===== src/rtl/regfile_writeback_pkg.sv =====
// Shared types and widths for the register-file writeback path.
package regfile_writeback_pkg;

  localparam int unsigned REG_W  = 5;
  localparam int unsigned DATA_W = 32;

  typedef struct packed {
    logic [REG_W-1:0]  rd;
    logic [DATA_W-1:0] data;
  } wb_entry_t;

  localparam int unsigned ENTRY_W = $bits(wb_entry_t);

  function automatic wb_entry_t make_entry(input logic [REG_W-1:0]  rd,
                                           input logic [DATA_W-1:0] data);
    wb_entry_t e;
    e.rd   = rd;
    e.data = data;
    return e;
  endfunction

endpackage


===== src/rtl/regfile_writeback_if.sv =====
// ALU/load offer handshakes and register-file write port of the writeback block.
interface regfile_writeback_if #(parameter int unsigned DEPTH = 4);
  import regfile_writeback_pkg::*;

  localparam int unsigned CNT_W = $clog2(DEPTH) + 1;

  logic              alu_valid;
  logic [REG_W-1:0]  alu_rd;
  logic [DATA_W-1:0] alu_data;
  logic              alu_ready;
  logic              mem_valid;
  logic [REG_W-1:0]  mem_rd;
  logic [DATA_W-1:0] mem_data;
  logic              mem_ready;
  logic [DATA_W-1:0] PW;
  logic [REG_W-1:0]  RW;
  logic              LE;
  logic [CNT_W-1:0]  count;

  modport master (
    output alu_valid, alu_rd, alu_data, mem_valid, mem_rd, mem_data,
    input  alu_ready, mem_ready, PW, RW, LE, count
  );

  modport slave (
    input  alu_valid, alu_rd, alu_data, mem_valid, mem_rd, mem_data,
    output alu_ready, mem_ready, PW, RW, LE, count
  );

endinterface


===== src/rtl/regfile_writeback_wb_fifo.sv =====
// Writeback queue: up to two pushes (port 0 first) and one pop per cycle.
module wb_fifo
  import regfile_writeback_pkg::*;
#(
  parameter int unsigned DEPTH = 4,
  parameter int unsigned WIDTH = ENTRY_W
) (
  input  logic                       clk,
  input  logic                       reset,
  input  logic                       push0_i,
  input  logic [WIDTH-1:0]           data0_i,
  input  logic                       push1_i,
  input  logic [WIDTH-1:0]           data1_i,
  input  logic                       pop_i,
  output logic [WIDTH-1:0]           data_o,
  output logic [$clog2(DEPTH):0]     count_o
);

  localparam int unsigned AW = $clog2(DEPTH);
  localparam int unsigned CW = AW + 1;

  logic [WIDTH-1:0] mem_q [DEPTH];
  logic [AW-1:0]    wptr_q, wptr_d, rptr_q, rptr_d, wptr1_c;
  logic [CW-1:0]    count_q, count_d;

  // Second push lands just behind the first one.
  assign wptr1_c = wptr_q + AW'(push0_i);
  assign wptr_d  = wptr_q + AW'(push0_i) + AW'(push1_i);
  assign rptr_d  = rptr_q + AW'(pop_i);
  assign count_d = count_q + CW'(push0_i) + CW'(push1_i) - CW'(pop_i);

  always_ff @(posedge clk) begin
    if (push0_i) mem_q[wptr_q]  <= data0_i;
    if (push1_i) mem_q[wptr1_c] <= data1_i;
  end

  always_ff @(posedge clk or posedge reset) begin
    if (reset) begin
      wptr_q  <= '0;
      rptr_q  <= '0;
      count_q <= '0;
    end else begin
      wptr_q  <= wptr_d;
      rptr_q  <= rptr_d;
      count_q <= count_d;
    end
  end

  assign data_o  = mem_q[rptr_q];
  assign count_o = count_q;

endmodule


===== src/rtl/regfile_writeback.sv =====
// Register-file writer: arbitrates ALU/load results into a FIFO drained onto PW/RW/LE.
// Define REGFILE_WB_G0_DROP_EN to accept but discard writes to register 0.
module regfile_writeback
  import regfile_writeback_pkg::*;
#(
  parameter int unsigned DEPTH = 4
) (
  input  logic                clk,
  input  logic                reset,
  regfile_writeback_if.slave  wb
);

  localparam int unsigned CNT_W = $clog2(DEPTH) + 1;

  logic [CNT_W-1:0]  count_c, free_c;
  logic              mem_live_c, mem_keep_c, alu_keep_c;
  logic              mem_acc_c, alu_acc_c, push0_c, push1_c, pop_c;
  wb_entry_t         mem_entry_c, alu_entry_c, push0_data_c, head_c;
  logic [DATA_W-1:0] pw_q;
  logic [REG_W-1:0]  rw_q;
  logic              le_q;

  assign free_c = CNT_W'(DEPTH) - count_c;

`ifdef REGFILE_WB_G0_DROP_EN
  assign mem_keep_c = (wb.mem_rd != '0);
  assign alu_keep_c = (wb.alu_rd != '0);
`else
  assign mem_keep_c = 1'b1;
  assign alu_keep_c = 1'b1;
`endif

  // A load offer that will be dropped does not reserve a slot against the ALU.
  assign mem_live_c   = wb.mem_valid && mem_keep_c;
  assign wb.mem_ready = (free_c >= CNT_W'(1));
  assign wb.alu_ready = mem_live_c ? (free_c >= CNT_W'(2)) : (free_c >= CNT_W'(1));

  assign mem_acc_c   = wb.mem_valid && wb.mem_ready && mem_keep_c;
  assign alu_acc_c   = wb.alu_valid && wb.alu_ready && alu_keep_c;
  assign mem_entry_c = make_entry(wb.mem_rd, wb.mem_data);
  assign alu_entry_c = make_entry(wb.alu_rd, wb.alu_data);
  assign pop_c       = (count_c != '0);

  always_comb begin
    push0_c      = 1'b0;
    push1_c      = 1'b0;
    push0_data_c = alu_entry_c;
    if (mem_acc_c) begin
      push0_c      = 1'b1;
      push0_data_c = mem_entry_c;
      push1_c      = alu_acc_c;
    end else begin
      push0_c      = alu_acc_c;
    end
  end

  wb_fifo #(
    .DEPTH (DEPTH),
    .WIDTH (ENTRY_W)
  ) u_fifo (
    .clk     (clk),
    .reset   (reset),
    .push0_i (push0_c),
    .data0_i (push0_data_c),
    .push1_i (push1_c),
    .data1_i (alu_entry_c),
    .pop_i   (pop_c),
    .data_o  (head_c),
    .count_o (count_c)
  );

  // Register-file write port; PW/RW hold when idle.
  always_ff @(posedge clk or posedge reset) begin
    if (reset) begin
      pw_q <= '0;
      rw_q <= '0;
      le_q <= 1'b0;
    end else begin
      le_q <= pop_c;
      if (pop_c) begin
        pw_q <= head_c.data;
        rw_q <= head_c.rd;
      end
    end
  end

  assign wb.PW    = pw_q;
  assign wb.RW    = rw_q;
  assign wb.LE    = le_q;
  assign wb.count = count_c;

endmodule


===== src/flat_wrapper.sv =====
// flat-port wrapper written by rule: the top's interface ports become plain ports
module regfile_writeback_flat import regfile_writeback_pkg::*;
#(
  parameter int unsigned DEPTH = 4
)
  (clk, reset, wb_alu_valid, wb_alu_rd, wb_alu_data, wb_mem_valid, wb_mem_rd, wb_mem_data, wb_alu_ready, wb_mem_ready, wb_PW, wb_RW, wb_LE, wb_count);
  regfile_writeback_if #(.DEPTH(DEPTH)) wb_i ();
  input  logic clk;
  input  logic reset;
  input wire logic [$bits(wb_i.alu_valid)-1:0] wb_alu_valid;
  input wire logic [$bits(wb_i.alu_rd)-1:0] wb_alu_rd;
  input wire logic [$bits(wb_i.alu_data)-1:0] wb_alu_data;
  input wire logic [$bits(wb_i.mem_valid)-1:0] wb_mem_valid;
  input wire logic [$bits(wb_i.mem_rd)-1:0] wb_mem_rd;
  input wire logic [$bits(wb_i.mem_data)-1:0] wb_mem_data;
  output wire logic [$bits(wb_i.alu_ready)-1:0] wb_alu_ready;
  output wire logic [$bits(wb_i.mem_ready)-1:0] wb_mem_ready;
  output wire logic [$bits(wb_i.PW)-1:0] wb_PW;
  output wire logic [$bits(wb_i.RW)-1:0] wb_RW;
  output wire logic [$bits(wb_i.LE)-1:0] wb_LE;
  output wire logic [$bits(wb_i.count)-1:0] wb_count;
  assign wb_i.alu_valid = wb_alu_valid;
  assign wb_i.alu_rd = wb_alu_rd;
  assign wb_i.alu_data = wb_alu_data;
  assign wb_i.mem_valid = wb_mem_valid;
  assign wb_i.mem_rd = wb_mem_rd;
  assign wb_i.mem_data = wb_mem_data;
  assign wb_alu_ready = wb_i.alu_ready;
  assign wb_mem_ready = wb_i.mem_ready;
  assign wb_PW = wb_i.PW;
  assign wb_RW = wb_i.RW;
  assign wb_LE = wb_i.LE;
  assign wb_count = wb_i.count;
  regfile_writeback #(.DEPTH(DEPTH)) u_core (.clk(clk), .reset(reset), .wb(wb_i));
endmodule

===== config.mk =====
export PLATFORM = sky130hd
export DESIGN_NAME = regfile_writeback_flat
export DESIGN_NICKNAME = d
export VERILOG_FILES = /design/src/rtl/regfile_writeback_pkg.sv /design/src/rtl/regfile_writeback_if.sv /design/src/rtl/regfile_writeback_wb_fifo.sv /design/src/rtl/regfile_writeback.sv /design/src/flat_wrapper.sv
export SDC_FILE = /design/constraint.sdc
export NUM_CORES = 1
export LEC_CHECK = 0
export ABC_AREA = 1
export CORE_MARGIN = 1
export CORE_UTILIZATION = 57
export DETAILED_ROUTE_END_ITERATION = 10
export HOLD_SLACK_MARGIN = 0.15
export PLACE_DENSITY = 0.81
export SYNTH_ARGS = -nofsm -noshare
export SYNTH_HDL_FRONTEND = slang
export SYNTH_SLANG_ARGS = --single-unit

===== constraint.sdc =====
create_clock -name clk -period 5.7 [get_ports clk]
set_clock_uncertainty 0.05 [all_clocks]
set_input_delay 1.425 -clock clk [delete_from_list [all_inputs] [get_ports clk]]
set_output_delay 1.425 -clock clk [all_outputs]
set_load 0.02 [all_outputs]

==> results of run 1 <==
[how the worst max path moves through the flow]
stage                                        start                    endpoint  slack (ns)  cells past startpoint
after floorplan                       wb_mem_valid   u_core.u_fifo.mem_q[0][0]        1.45                     14
after detailed placement              wb_mem_valid  u_core.u_fifo.mem_q[1][13]        1.41                     12
after global placement                wb_mem_valid  u_core.u_fifo.mem_q[0][12]        1.48                     11
after global routing      u_core.u_fifo.count_o[0]                wb_mem_ready        1.31                      8
final                     u_core.u_fifo.count_o[0]                wb_mem_ready        1.39                      8
after CTS                 u_core.u_fifo.count_o[0]                wb_mem_ready        1.40                      8
[flip-flops by register name (all words and copies together) (netlist names)]
name / flops
u_core.u_fifo.rptr_q: 2
u_core.u_fifo.count_o: 3
u_core.u_fifo.wptr_q: 2
u_core.wb.LE: 1
u_core.wb.PW: 32
u_core.u_fifo.mem_q: 148
u_core.wb.RW: 5
[metal layers]
metal / vias to the layer above / GRT usage [%]
li1: 4175 / -
met1: 3980 / 37.4
met2: 512 / 53.2
met3: 62 / 3.89
met4: 0 / 14.1
met5: - / 0
[final cells by class]
class / instances / share of cell area (%)
clock buffers: 19 / 3.74
clock inverters: 12 / 0.992
inverters: 24 / 0.760
multi-input cells: 899 / 33.8
flip-flops and latches: 193 / 47.0
well taps: 225 / 2.37
repair buffers: 140 / 11.4
[placed cells by master, fill, tap and decap left out, types with 4 or more instances in the layout]
cell             count
nand2_1            379
nor2_1             189
o21ai_0            178
edfxtp_1           148
clkdlybuf4s50_1    119
o21ai_1             44
dfrtp_1             44
nand3_1             41
a31oi_1             37
buf_4               20
clkbuf_16           17
inv_1               15
inv_2                9
nand2_2              9
ha_1                 8
nor2_4               4
clkinv_1             4
[worst min-delay path, cell delays in order (launching register included)]
cell and delay (ns):
edfxtp_1 0.32, o21ai_0 0.07, a31oi_1 0.12
[stage by stage]
step | hold slack [ns] | setup WS [ns] | instance area, um^2
floorplan | 0.456 | 1.45 | 10200
global placement | 0.465 | 1.48 | 11300
detailed placement | 0.481 | 1.41 | 11300
CTS | 0.490 | 1.40 | 11900
global route | 0.512 | 1.31 | 11900
finish | 0.493 | 1.39 | 11900
[kinds of logic after synthesis]
family | after synthesis | share of synthesized area [%]
simple gates | 626 | 24.4
xor+xnor | 4 | 0.345
flops | 193 | 54.8
compound gates | 259 | 13.2
buf+inv | 115 | 5.86
fa+ha+maj | 10 | 1.38
[power breakdown]
group / switching, uW / internal (uW)
Sequential: 235 / 2470
Clock: 502 / 648
Combinational: 2420 / 1040
Total: 3160 / 4160
==> results by group, run 1 <==
Synth
  – Post-synth top cells: 383 x nand2_1, 189 x nor2_1, 178 x o21ai_0
  – Dominant cells by area after synthesis: edfxtp_1 44%, nand2_1 14%, dfrtp_1 11%
  – Number of flops mapped to enable cells by yosys: 148
  – Synthesized instance count: 1207
  – Register bit count reported by yosys: 193
  – Yosys synthesis warning count: 0
  – Post-synth cell types: 25
  – Post-synthesis instance area: 0.0102 mm^2
  – Synth Flop Type: edfxtp_1
  – Most frequent cell after synthesis: nand2_1
  – Ys async rst share: 23.3%
  – Top cell type's share of synthesized area: 43.7%
  – Post-Syn Nets: 1295
  – Sequential-to-total area share from yosys stat: 54.8%
  – Yosys top cell by area: edfxtp_1
  – Avg Inst Size Synth: 8.42 um^2

Die
  – FP Rows: 48
  – Initial core utilization: 58.5%
  – Placeable Area: 0.0174 mm^2
  – I/O pin count: 121
  – Die height: 136 um
  – Die area: 0.0184 mm^2
  – Die X: 136 um

Cells and area
  – Final net count: 1363
  – Register Area: 0.00557 mm^2
  – Ant diodes: 0
  – Post-Route Utilization: 68.3%
  – Area of the multi-input gates: 0.00400 mm^2
  – Layout cells sized above 1: 5.75%
  – Area Overhead vs Synth: 16.7%
  – Filler cells: 1353
  – Final Non-Filler Cells: 1512

Route
  – Vias/cell: 5.77
  – TritonRoute pass-1 iters: 8
  – Max layer used: met4
  – 1st-iter DRT viols: 951
  – Routed Antenna Nets: 0
  – Overall routed net length: 26900 um
  – WL/cell: 17.8 um
  – Vias after detailed routing: 8729
  – DRC errors left: 0
  – DR WL met2: 13700 um
  – Met3 WL: 2360 um
  – M1 WL: 10200 um

Worst setup path
  – CP endpoint kind: output pin
  – CP required: 4.22 ns
  – WP buf/inv: 4
  – Reg2reg path depth: 16
  – Worst setup SP type: flip-flop
  – Maximum fanout along the worst path: 40
  – Slowest stage cell, crit path: clkdlybuf4s50_1
  – Crit-path cells: inv_1 > ha_1 > ha_1 > inv_1 > nor2_2 > nand2_2 > buf_4 > clkdlybuf4s50_1
  – Delay of the slowest critical-path stage: 0.70 ns
  – CP delay by family, top: buffers and inverters
  – Reg-to-reg endpoint: u_core.u_fifo.mem_q[0][22]
  – RR Startpoint: u_core.u_fifo.count_o[0]
  – R2r setup slk: 1.68 ns
  – Critical path data arrival time: 2.84 ns
  – Crit Path Class: reg -> out

Placed design
  – Placed cells: 1481
  – Post-DP HPWL: 14600 um
  – Gpl congestion: 0.810
  – Port Buffers: 120

STA
  – RSZ-0062 raised after global routing: false
  – Worst Max-Slew Pin Slew: 1.17 ns
  – Fmax: 0.232 GHz
  – Final Hold Vio Count: 0
  – Final Cycle Share: 75.7%
  – Pins Over Slew Limit: 0
  – Finish-stage setup viols: 0
  – Slew HR: 21.6%
  – Post-layout min period: 4.31 ns
  – Setup TNS: 0 ns

Clock tree
  – CTS buffer count: 17
  – CTS resizes: 0
  – CTS root buffer: clkbuf_16
  – Post-CTS setup buffer count: 0
  – Skew-Pair Late Insertion Delay: 0.43 ns
  – Max Root-Sink Buffers: 2
  – CTS tree: done
  – Clk slew on worst S/H paths: 0.06 ns
  – Num Clock Sinks: 193
  – Htree depth: 4
  – Hold_buf cts: 0

Hold path
  – HP Class: reg -> reg
  – Hold Path Cell Cnt: 2
  – Hold EP: u_core.wb.PW[11]
  – Hold Path Origin: u_core.u_fifo.mem_q[1][11]

Global route
  – GRT Overall Usage: 30.4%
  – Total gr overflow: 0
  – First-pass GRT wire length: 42100 um
  – Vias in the first global route: 8263
  – Largest net degree at the start of global routing: 78
  – Initial antenna violation count: 0

Job
  – MaxCap Viol Count: 0

Power
  – Pwr Density: 617 mW/mm^2
  – Power Total: 7320 uW
  – Peak supply drop: 0.297 mV
  – Static leakage: 0.00471 uW

Run status
  – Outcome: completed
No activity file was read; power rests on OpenSTA's default activity.
==> inputs of run 2 (changes only) <==
CORE_UTILIZATION = 51   (was 57)
PLACE_DENSITY = 0.77   (was 0.81)
clock period = 3.8 ns   (was 5.7 ns; I/O delays follow)
==> results by group, run 2 (synthesis results as in run 1) <==
Run status
  – Outcome: completed

Cells and area
  – Area Overhead vs Synth: 18.7%
  – Design Area, Final: 0.0121 mm^2 (+1.8%)
  – Register bank with the most flops: u_core.u_fifo.mem_q
  – Filler cells: 1673 (+24%)
  – Register Area: 0.00557 mm^2 (unchanged)
  – Layout cells sized above 1: 7.00% (+1.3 points)
  – Final net count: 1375 (+0.88%)
  – Ant diodes: 0 (unchanged)
  – Post-Route Utilization: 61.8% (-6.5 points)
  – Most frequent cells in the layout: 379 x nand2_1, 189 x nor2_1, 178 x o21ai_0
  – Most common cell after layout, fill and taps aside: nand2_1
  – Area of the multi-input gates: 0.00400 mm^2 (unchanged)
  – Max reg flops: 148 (unchanged)

Clock tree
  – Max Root-Sink Buffers: 2 (unchanged)
  – CTS tree: done
  – Num Clock Sinks: 193 (unchanged)
  – CTS buffer count: 17 (unchanged)
  – CTS root buffer: clkbuf_16
  – Htree depth: 4 (unchanged)
  – CTS resizes: 0 (unchanged)
  – Hold_buf cts: 0 (unchanged)
  – Skew-Pair Late Insertion Delay: 0.45 ns (+0.02 ns)
  – Clk slew on worst S/H paths: 0.07 ns (about the same)
  – Post-CTS setup buffer count: 0 (unchanged)

Worst setup path
  – CP delay by family, top: buffers and inverters
  – Crit Path Class: reg -> out
  – Worst setup SP type: flip-flop
  – R2r setup slk: 0.49 ns (-1.19 ns)
  – Delay of the slowest critical-path stage: 0.66 ns (-0.04 ns)
  – Reg-to-reg endpoint: u_core.u_fifo.mem_q[2][23]
  – Crit-path cells: inv_1 > ha_1 > ha_1 > inv_1 > nor2_2 > nand2_2 > clkdlybuf4s50_1
  – Reg2reg path depth: 15 (-1)
  – CP endpoint kind: output pin
  – Critical path data arrival time: 2.46 ns (-0.38 ns)
  – Slowest stage cell, crit path: clkdlybuf4s50_1
  – Maximum fanout along the worst path: 13 (-68%)
  – WP buf/inv: 3 (-1)
  – RR Startpoint: u_core.u_fifo.count_o[0]
  – CP required: 2.80 ns (-1.42 ns)

Die
  – Die area: 0.0205 mm^2 (+12%)
  – FP Rows: 51 (+6.3%)
  – Die X: 143 um (+5.6%)
  – Placeable Area: 0.0195 mm^2 (+13%)
  – I/O pin count: 121 (unchanged)
  – Initial core utilization: 52.0% (-6.5 points)
  – Die height: 143 um (+5.6%)

Placed design
  – Placed cell area: 0.0114 mm^2 (+1.4%)
  – DP Worst Slack: 0.496 ns (-0.912 ns)
  – Post-DP HPWL: 15800 um (+8.1%)
  – Port Buffers: 120 (unchanged)
  – Gpl congestion: 0.821 (+1.4%)

Global route
  – First-pass GRT wire length: 43300 um (+2.8%)
  – Largest net degree at the start of global routing: 154 (+97%)
  – Initial antenna violation count: 0 (unchanged)
  – Vias in the first global route: 8407 (+1.7%)
  – GRT Overall Usage: 28.2% (-2.1 points)
  – Total gr overflow: 0 (unchanged)

Route
  – Overall routed net length: 27700 um (+2.9%)
  – WL/cell: 17.7 um (-0.58%)
  – Routed Antenna Nets: 0 (unchanged)
  – TritonRoute pass-1 iters: 7 (-1)
  – Vias/cell: 5.67 (-1.8%)
  – DRC errors left: 0 (unchanged)
  – 1st-iter DRT viols: 1133 (+19%)
  – Vias after detailed routing: 8874 (+1.7%)

Hold path
  – Hold Path Cell Cnt: 2 (unchanged)
  – HP Class: reg -> reg
  – Hold Path Origin: u_core.u_fifo.mem_q[1][2]
  – Hold EP: u_core.wb.PW[2]

STA
  – Finish-stage setup viols: 0 (unchanged)
  – Final Worst Setup Slack: 0.343 ns (-1.04 ns)
  – Setup TNS: 0 ns (unchanged)
  – Final Hold Vio Count: 0 (unchanged)
  – Slew HR: 23.2% (+1.6 points)
  – Worst hold slack: 0.482 ns (-0.0112 ns)
  – Post-layout min period: 3.46 ns
  – Fmax: 0.289 GHz
  – Pins Over Slew Limit: 0 (unchanged)
  – Final Cycle Share: 91.0%
  – RSZ-0062 raised after global routing: false
  – Worst Max-Slew Pin Slew: 1.15 ns (-0.0240 ns)

Power
  – Static leakage: 0.00481 uW (+2.0%)
  – Peak supply drop: 0.539 mV (+81%)
  – Pwr Density: 930 mW/mm^2 (+51%)

Job
  – MaxCap Viol Count: 0 (unchanged)
run 2: cell types whose count changed in the layout (fill, tap and decap cells not counted), sizes merged:
cell,previous run,this run
clkbuf,19,18
clkinvlp,2,3
clkinv,8,6
inv,24,25
bufinv,2,4
buf,21,33
run 2: area by class of cell:
cell class	count	share of cell area, %
Clock buffer	18	3.56
Sequential cell	193	46.2
Multi-Input combinational cell	899	33.2
Timing Repair Buffer	152	12.0
Tap cell	265	2.75
Clock inverter	14	1.57
Inverter	24	0.747
run 2: report_power, final:
part	switching [uW]	internal, uW	leakage [uW]
clock	783	1100	0.000296
sequential	344	3680	0.00191
combinational	3680	1630	0.00260
run 2: worst max-delay path by stage:
stage                                       endpoint  cells after the start                startpoint  slack [ns]
after floorplan            u_core.u_fifo.mem_q[0][0]                     19  u_core.u_fifo.count_o[1]        0.04
after global placement     u_core.u_fifo.mem_q[2][2]                     10              wb_alu_valid        0.53
after detailed placement  u_core.u_fifo.mem_q[0][11]                     11              wb_alu_valid        0.50
after CTS                               wb_mem_ready                      7  u_core.u_fifo.count_o[0]        0.35
after global routing                    wb_mem_ready                      7  u_core.u_fifo.count_o[1]        0.21
final                                   wb_mem_ready                      7  u_core.u_fifo.count_o[0]        0.34
run 2: metal layers:
layer	part of all wire [%]	wire [um]	up-vias	GRT usage, %
met5	0	0	-	0
met4	2.7	759	0	12.6
met3	10	2880	76	5.47
met2	49	13600	548	47.3
met1	38	10500	4064	35.4
li1	-	-	4186	-
run 2: through the flow:
step	power, uW	cells
3_5_place_dp	9280	1533
2_1_floorplan	7480	1207
5_1_grt	11900	1565
4_1_cts	11200	1565
6_report	11200	1565
3_3_place_gp	9120	1533
run 2: worst reg2reg max path: stages (launching register included):
cell	delay, ns
dfrtp_1	0.44
inv_1	0.09
ha_1	0.20
ha_1	0.29
inv_1	0.05
nor2_2	0.13
nand2_2	0.20
nand2_1	0.13
nand2_1	0.10
ha_1	0.36
inv_1	0.13
nand2_2	0.08
nor2_4	0.25
inv_2	0.06
nand2_2	0.07
buf_4	0.33
==> inputs of run 3 (changes only) <==
CORE_UTILIZATION = 57   (was 51)
PLACE_DENSITY = 0.81   (was 0.77)
clock period = 3.2 ns   (was 3.8 ns; I/O delays follow)
==> results by group, run 3 (synthesis results as in run 1) <==
Worst setup path
  – Critical path data arrival time: 2.23 ns (-0.23 ns)
  – Crit Path Class: reg -> out
  – CP required: 2.35 ns (-0.45 ns)
  – Maximum fanout along the worst path: 16 (+3)
  – Worst setup SP type: flip-flop
  – CP endpoint kind: output pin

Global route
  – Total gr overflow: 0 (unchanged)
  – Vias in the first global route: 8279 (-1.5%)
  – First-pass GRT wire length: 42100 um (-2.7%)
  – Initial antenna violation count: 0 (unchanged)
  – Largest net degree at the start of global routing: 154 (unchanged)
  – GRT Overall Usage: 30.8% (+2.5 points)

Cells and area
  – Ant diodes: 0 (unchanged)
  – Final Non-Filler Cells: 1527 (-2.4%)
  – Layout cells sized above 1: 7.68% (+0.68 points)
  – Max reg flops: 148 (unchanged)
  – Area Overhead vs Synth: 19.9%
  – Register bank with the most flops: u_core.u_fifo.mem_q
  – Design Area, Final: 0.0122 mm^2 (+0.96%)
  – Most common cell after layout, fill and taps aside: nand2_1
  – Final net count: 1377 (+0.15%)
  – Most frequent cells in the layout: 377 x nand2_1, 189 x nor2_1, 177 x o21ai_0

STA
  – Setup TNS: 0 ns (unchanged)
  – Slew HR: 41.3% (+18 points)
  – Finish-stage setup viols: 0 (unchanged)
  – Final Cycle Share: 96.2%
  – Post-layout min period: 3.08 ns
  – Fmax: 0.325 GHz
  – Worst Max-Slew Pin Slew: 0.881 ns (-0.269 ns)
  – Pins Over Slew Limit: 0 (unchanged)
  – Final Hold Vio Count: 0 (unchanged)

Clock tree
  – Num Clock Sinks: 193 (unchanged)
  – Hold_buf cts: 0 (unchanged)
  – Clk slew on worst S/H paths: 0.06 ns (about the same)
  – CTS root buffer: clkbuf_16
  – CTS buffer count: 17 (unchanged)
  – CTS tree: done
  – Max Root-Sink Buffers: 2 (unchanged)
  – Htree depth: 4 (unchanged)
  – Skew-Pair Late Insertion Delay: 0.44 ns (about the same)

Route
  – Vias/cell: 5.88 (+3.7%)
  – DRC errors left: 0 (unchanged)
  – Routed Antenna Nets: 0 (unchanged)
  – Overall routed net length: 28200 um (+1.7%)
  – WL/cell: 18.4 um (+4.2%)
  – Vias after detailed routing: 8983 (+1.2%)
  – 1st-iter DRT viols: 1127 (-0.53%)
  – TritonRoute pass-1 iters: 6 (-1)

Power
  – Switching pwr: 5890 uW (+23%)
  – Power share of the clock group: 15.9% (-0.9 points)
  – Pint: 7650 uW (+19%)
  – Pwr Density: 1110 mW/mm^2 (+20%)
  – Combinational fraction of design power: 48.8% (+1.5 points)
  – Sw Share: 43.5% (+0.64 points)
  – Static leakage: 0.00485 uW (+0.94%)
  – Sequential share of power: 35.4% (-0.5 points)
  – Peak supply drop: 0.644 mV (+19%)

Placed design
  – Post-DP HPWL: 15500 um (-2.2%)
  – Port Buffers: 120 (unchanged)
  – Placed cell area: 0.0115 mm^2 (+0.11%)
  – Placed cells: 1490 (-2.8%)
  – Gpl congestion: 0.808 (-1.6%)

Die
  – Die X: 136 um (-5.3%)
  – Die height: 136 um (-5.3%)
  – FP Rows: 48 (-5.9%)
  – Initial core utilization: 58.5% (+6.5 points)
  – Die area: 0.0184 mm^2 (-10%)
  – I/O pin count: 121 (unchanged)
  – Placeable Area: 0.0174 mm^2 (-11%)

Job
  – MaxCap Viol Count: 0 (unchanged)

Hold path
  – HP Class: reg -> reg

Run status
  – Outcome: completed
[run 3: cell type report]
cell class | instances | area (um^2)
tap | 225 | 282
sequential | 193 | 5570
clock buffer | 18 | 429
clock inverter | 14 | 164
inverter | 24 | 92.6
multi-input combinational | 903 | 4160
fill | 1309 | 5180
timing repair buffer | 150 | 1480
[run 3: repair_timing]
| action | in CTS | in global routing |
|---|---|---|
| setup buffers | 0 | 1 |
| cloned | 0 | 4 |
| gates resized for setup | 4 | 16 |
| setup endpoints to repair | 2 | 276 |
| pin swaps | 0 | 3 |
[run 3: power by group through the flow]
stage	Clock, uW	Combinational (uW)	Sequential [uW]
2_1_floorplan	0	3920	5050
3_3_place_gp	0	6060	4800
3_5_place_dp	0	6260	4830
4_1_cts	2150	6300	4790
5_1_grt	2240	7160	4880
6_report	2150	6610	4790
[run 3: stage by stage]
step | power, uW | util (%) | setup WS, ns | hold WS [ns]
2_1_floorplan | 8970 | - | -0.00551 | 0.456
3_3_place_gp | 10900 | 66.0 | 0.221 | 0.462
3_5_place_dp | 11100 | 66.0 | 0.143 | 0.474
4_1_cts | 13200 | 69.5 | 0.0197 | 0.484
5_1_grt | 14300 | 70.2 | -0.0374 | 0.509
6_report | 13500 | 70.2 | 0.122 | 0.481
[run 3: critical path, cell delays in order, from the launching register on]
cell             delay [ns]
dfrtp_2                0.42
inv_2                  0.05
ha_1                   0.20
ha_1                   0.31
inv_1                  0.07
nor2_4                 0.14
nand2_4                0.10
buf_6                  0.19
clkdlybuf4s15_1        0.31
[run 3: worst paths after layout]
kind | cells after the start | slack, ns | startpoint | endpoint
setup reg to reg | 16 | 0.17 | u_core.u_fifo.count_o[0] | u_core.u_fifo.mem_q[3][28]
hold / removal | 1 | 0.48 | u_core.u_fifo.count_o[1] | u_core.u_fifo.count_o[2]
setup / recovery | 8 | 0.12 | u_core.u_fifo.count_o[0] | wb_mem_ready
min in group asynchronous | 2 | 0.67 | reset | u_core.wb.PW[10]
hold reg to reg | 1 | 0.48 | u_core.u_fifo.count_o[1] | u_core.u_fifo.count_o[2]
max in group asynchronous | 3 | 1.78 | reset | u_core.wb.PW[13]
[run 3: metal layers]
metal	share of wire (%)	global-route usage, %	vias up
li1	-	-	4211
met2	49	52.9	648
met1	35	37.8	4021
met4	4.1	14.8	0
met5	0	0	-
met3	12	4.94	103
